<file path="src/rtl/uart_rx_if.sv">
// uart_rx_if: receiver bus; master drives rx and s_tick, slave (the receiver) returns dout, rx_done_tick, frame_err, busy
interface uart_rx_if #(parameter int DBIT = 8);
  logic rx;
  logic s_tick;
  logic [DBIT-1:0] dout;
  logic rx_done_tick;
  logic frame_err;
  logic busy;
  modport master (output rx, s_tick, input dout, rx_done_tick, frame_err, busy);
  modport slave (input rx, s_tick, output dout, rx_done_tick, frame_err, busy);
endinterface

</file>
<file path="src/rtl/uart_rx.sv">
// uart_rx: 16x-oversampled UART receiver; ports clk, reset (sync, active-high), bus (rx, s_tick in; dout, rx_done_tick, frame_err, busy out)
module uart_rx #(
  parameter int DBIT = 8,
  parameter int SB_TICK = 16,
  parameter int OVS = 16
) (
  input logic clk,
  input logic reset,
  uart_rx_if.slave bus
);
  localparam int SW = $clog2(OVS > SB_TICK ? OVS : SB_TICK);
  localparam int NW = $clog2(DBIT);
  typedef enum logic [1:0] {IDLE, START, DATA, STOP} state_t;
  state_t state, state_n;
  logic rx_m, rx_s;
  logic [SW-1:0] s, s_n;
  logic [NW-1:0] n, n_n;
  logic [DBIT-1:0] shift, shift_n, dout, dout_n;
  logic done, done_n, ferr, ferr_n;
  always_ff @(posedge clk) begin
    if (reset) begin
      rx_m <= 1'b1;
      rx_s <= 1'b1;
      state <= IDLE;
      s <= '0;
      n <= '0;
      shift <= '0;
      dout <= '0;
      ferr <= 1'b0;
      done <= 1'b0;
    end else begin
      rx_m <= bus.rx;
      rx_s <= rx_m;
      state <= state_n;
      s <= s_n;
      n <= n_n;
      shift <= shift_n;
      dout <= dout_n;
      ferr <= ferr_n;
      done <= done_n;
    end
  end
  always_comb begin
    state_n = state;
    s_n = s;
    n_n = n;
    shift_n = shift;
    dout_n = dout;
    ferr_n = ferr;
    done_n = 1'b0;
    case (state)
      IDLE:
        if (!rx_s) begin
          state_n = START;
          s_n = '0;
        end
      START:
        if (bus.s_tick) begin
          if (s == SW'(OVS / 2 - 1)) begin
            state_n = rx_s ? IDLE : DATA;
            s_n = '0;
            n_n = '0;
          end else s_n = s + 1'b1;
        end
      DATA:
        if (bus.s_tick) begin
          if (s == SW'(OVS - 1)) begin
            s_n = '0;
            shift_n = {rx_s, shift[DBIT-1:1]};
            state_n = (n == NW'(DBIT - 1)) ? STOP : DATA;
            n_n = (n == NW'(DBIT - 1)) ? n : n + 1'b1;
          end else s_n = s + 1'b1;
        end
      STOP:
        if (bus.s_tick) begin
          if (s == SW'(SB_TICK - 1)) begin
            state_n = IDLE;
            dout_n = shift;
            ferr_n = ~rx_s;
            done_n = 1'b1;
          end else s_n = s + 1'b1;
        end
      default: state_n = IDLE;
    endcase
  end
  always_comb begin
    bus.busy = (state != IDLE);
    bus.dout = dout;
    bus.frame_err = ferr;
    bus.rx_done_tick = done;
  end
endmodule

</file>
<file path="src/flat_wrapper.sv">
// flat-port wrapper written by rule: the top's interface ports become plain ports
module uart_rx_flat 
#(
  parameter int DBIT = 8,
  parameter int SB_TICK = 16,
  parameter int OVS = 16
)
  (clk, reset, bus_rx, bus_s_tick, bus_dout, bus_rx_done_tick, bus_frame_err, bus_busy);
  uart_rx_if #(.DBIT(DBIT)) bus_i ();
  input logic clk;
  input logic reset;
  input wire logic [$bits(bus_i.rx)-1:0] bus_rx;
  input wire logic [$bits(bus_i.s_tick)-1:0] bus_s_tick;
  output wire logic [$bits(bus_i.dout)-1:0] bus_dout;
  output wire logic [$bits(bus_i.rx_done_tick)-1:0] bus_rx_done_tick;
  output wire logic [$bits(bus_i.frame_err)-1:0] bus_frame_err;
  output wire logic [$bits(bus_i.busy)-1:0] bus_busy;
  assign bus_i.rx = bus_rx;
  assign bus_i.s_tick = bus_s_tick;
  assign bus_dout = bus_i.dout;
  assign bus_rx_done_tick = bus_i.rx_done_tick;
  assign bus_frame_err = bus_i.frame_err;
  assign bus_busy = bus_i.busy;
  uart_rx #(.DBIT(DBIT), .SB_TICK(SB_TICK), .OVS(OVS)) u_core (.clk(clk), .reset(reset), .bus(bus_i));
endmodule
</file>
<file path="config.mk">
export PLATFORM = sky130hd
export DESIGN_NAME = uart_rx_flat
export DESIGN_NICKNAME = d
export VERILOG_FILES = /design/src/rtl/uart_rx_if.sv /design/src/rtl/uart_rx.sv /design/src/flat_wrapper.sv
export SDC_FILE = /design/constraint.sdc
export NUM_CORES = 1
export LEC_CHECK = 0
export ABC_AREA = 1
export CORE_MARGIN = 4
export CORE_UTILIZATION = 48
export DETAILED_ROUTE_END_ITERATION = 12
export PLACE_DENSITY_LB_ADDON = 0.1
export SYNTH_ARGS = -nofsm -noshare
export SYNTH_HDL_FRONTEND = slang
export SYNTH_SLANG_ARGS = --single-unit
export TNS_END_PERCENT = 20
</file>
<file path="constraint.sdc">
create_clock -name clk -period 1.3 [get_ports clk]
set_clock_uncertainty 0.05 [all_clocks]
set_input_delay 0.325 -clock clk [delete_from_list [all_inputs] [get_ports clk]]
set_output_delay 0.325 -clock clk [all_outputs]
set_load 0.05 [all_outputs]
</file>
==> impl_results.md <==
- Grt total ovfl: 0
- Die extent in x: 59.7 um
- Power density cells: 1200 mW/mm^2
- Diodes inserted: 0
- Drt wl/cell: 11.5 um
- Top cell type's share of synthesized area: 45.3%
- Die Ht: 59.7 um
- FMAX: 0.692 GHz
- DR vias/cell: 4.93
- Area leader, netlist: dfxtp_1
- Clock Path Buffers: 2
- Failing checks: setup timing
- Vias in the first global route: 1195
- # H-tree levels: 2
- Clock root buffer: clkbuf_4
- DRC: 0
- Syn Inst Count: 170
- Crit start category: register
- Final setup violation count: 19
- PortBufs: 14
- Max transition margin: 87.0%
- IO Count: 15
- TritonCTS clock tree: built
- Psw: 627 uW
- Core Util, Final: 75.4%
- Post-synth ARST share: 0%
- Die ar.: 0.00356 sq mm
- WL met2: 1.45 mm
- Iteration-0 DRC Markers: 50
- Sequential-to-total area share from yosys stat: 45.3%
- DRT Pass-1 Iters: 4
- Sw Share: 27.4%
- Setup TNS: -725 ps
- Syn_area_per_cell: 7.54 sq um
- RSZ-0062 raised after global routing: true
- DR top layer: met4
- Register clock-pin slew on the reported worst setup and hold paths: 90 ps
- Setup CP Type: register to output pin
- Routed WL: 2.80 mm
- Worst endpoint required time: 930 ps
- Part of the power in registers: 42.1%
- Area grow syn2layout: 48.5%
- Standard-cell row count: 18
- Core Region: 0.00252 sq mm
- Largest net degree at the start of global routing: 23
- CTS buffer count: 5
- GP Congestion: 0.809
- Post-route insts no fill: 243
- Worst EP arrival: 1070 ps
- Worst Tran Pin Value: 195 ps
- Post-detail-place hpwl: 2.07 mm
- Cell Int Power: 1.66 mW
- Met3 Wirelength: 89 um
- Top post-synthesis cells by area: dfxtp_1 (45%), nor2_1 (13%), nand2_1 (7.9%)
- WHS: 365 ps
- Clk pwr share: 33.9%
- Hold/Removal Path Class: register to register
- Gate power share: 24.0%
- Setup crit end kind: output pin
- Top FF cell, synth: dfxtp_1
- Post-layout min period: 1450 ps
- Proportion of layout cells with a drive suffix above 1: 34.7%
- PnR worst setup slack: -145 ps
- First-pass GRT wire length: 4.86 mm
- Status: finished, violations left
- Wl on met1: 1.13 mm
- Static leakage: 0.848 nW
- Pwr Total: 2.29 mW
- Dpl cells: 232
- Initial Utilization: 50.8%
- Tcrit/Tclk final: 111%
- Max-Cap Viols: 0
- Synth unique cells: 23
- Fillers: 193
- Final net count: 219
- Slew Viols, Final: 0
- Yosys warning total: 0
- Max VDD drop: 0.000990 V
- Post-synth top cells: nor2_1 (46), dfxtp_1 (29), nand2_1 (27), o21ai_0 (10), o21ai_1 (10)
- Final ANT Viol Nets: 0
- Post-synth design cell area: 0.00128 sq mm
- Multi-input logic area: 667 sq um
- Final hold vios: 0
- Synthesized Nets: 177
- Antenna violations before repair: 0
- Vias: 1199
- Number of synthesized register bits: 29
- Total track usage: 18.5%
- Crit path max fanout: 4
- Sequential cell area: 591 sq um
- CTS Hold Bufs: 0
- Most common cell in the synthesized netlist: nor2_1
- Clock Latency Late Sink: 330 ps
- EDFF count, synth: 0
- CTS sink count: 29
-- area by class of cell --
cell class,instances,area share (%)
Clock buffer,7,2.89
Tap cell,30,1.97
Inverter,13,2.96
Multi-Input combinational cell,125,35.0
Clock inverter,1,1.58
Sequential cell,29,31.0
Timing Repair Buffer,38,24.5
-- flip-flops by register name, indices dropped and copies added (netlist names), 3 cells and up, named ones only --
signal           cells
u_core.shift         8
u_core.n             3
u_core.s             4
u_core.bus.dout      8
-- cells by family (layout without fill, tap and decap cells) --
logic type | after synthesis | after routing | synth area share, %
AO/OA/AOI/OAI | 27 | 27 | 11.0
adder cells (fa/ha/maj) | 3 | 3 | 2.93
buffers and inverters | 16 | 59 | 5.66
flip-flops | 29 | 29 | 45.3
AND/OR/NAND/NOR | 95 | 95 | 35.1
-- routing by layer --
metal	global-route usage (%)	up-vias
li1	-	624
met2	32.7	26
met1	18.8	535
met3	4.75	14
met5	0	-
met4	12.7	0
-- what timing repair did --
action	in CTS	in global routing
setup endpoints to repair	18	29
gates resized for setup	18	2
pin swaps	7	2
buffers inserted	3	0
-- metrics by stage --
step           worst slack [ps]  area [sq um]
6_report                   -145          1900
5_1_grt                    -190          1900
4_1_cts                    -157          1900
3_5_place_dp               -341          1770
3_3_place_gp               -306          1770
2_1_floorplan              5.28          1300
-- path summary, 6_finish.rpt --
check / startpoint / to / slack (ps) / cells after the start
setup / recovery: u_core.state[0]$_SDFFE_PP0P_ / bus_busy / -150 / 4
hold / removal: u_core.rx_m$_SDFF_PP1_ / u_core.rx_s$_SDFF_PP1_ / 360 / 1
hold reg to reg: u_core.rx_m$_SDFF_PP1_ / u_core.rx_s$_SDFF_PP1_ / 360 / 1
setup reg to reg: register / u_core.n[0]$_SDFFE_PP0P_ / -80 / 8
-- worst max-delay path: stages (launching register included) --
cell,delay (ps)
dfxtp_2,350
inv_2,80
nand2_4,60
buf_12,120
buf_12,130
-- cell usage in the layout (no fill, tap or decap), drive strengths merged --
master         count
clkdlybuf4s50      2
nand3              8
dlygate4sd2        1
inv               12
a21boi             1
nor2              52
dfxtp             29
buf               35
nand2             32
o21ai             20
bufinv             1
clkinv             1
ha                 3
a21oi              6
clkbuf             7
or2                2
nand4              1
-- power groups by stage --
stage / sequential, mW / combinational, mW / clock, mW
final: 0.962 / 0.548 / 0.776
after detailed placement: 0.982 / 0.514 / 0
after global placement: 0.980 / 0.496 / 0
after CTS: 0.962 / 0.537 / 0.789
after floorplan: 0.976 / 0.293 / 0
after global routing: 0.967 / 0.608 / 0.831
No activity file was read; power rests on OpenSTA's default activity.
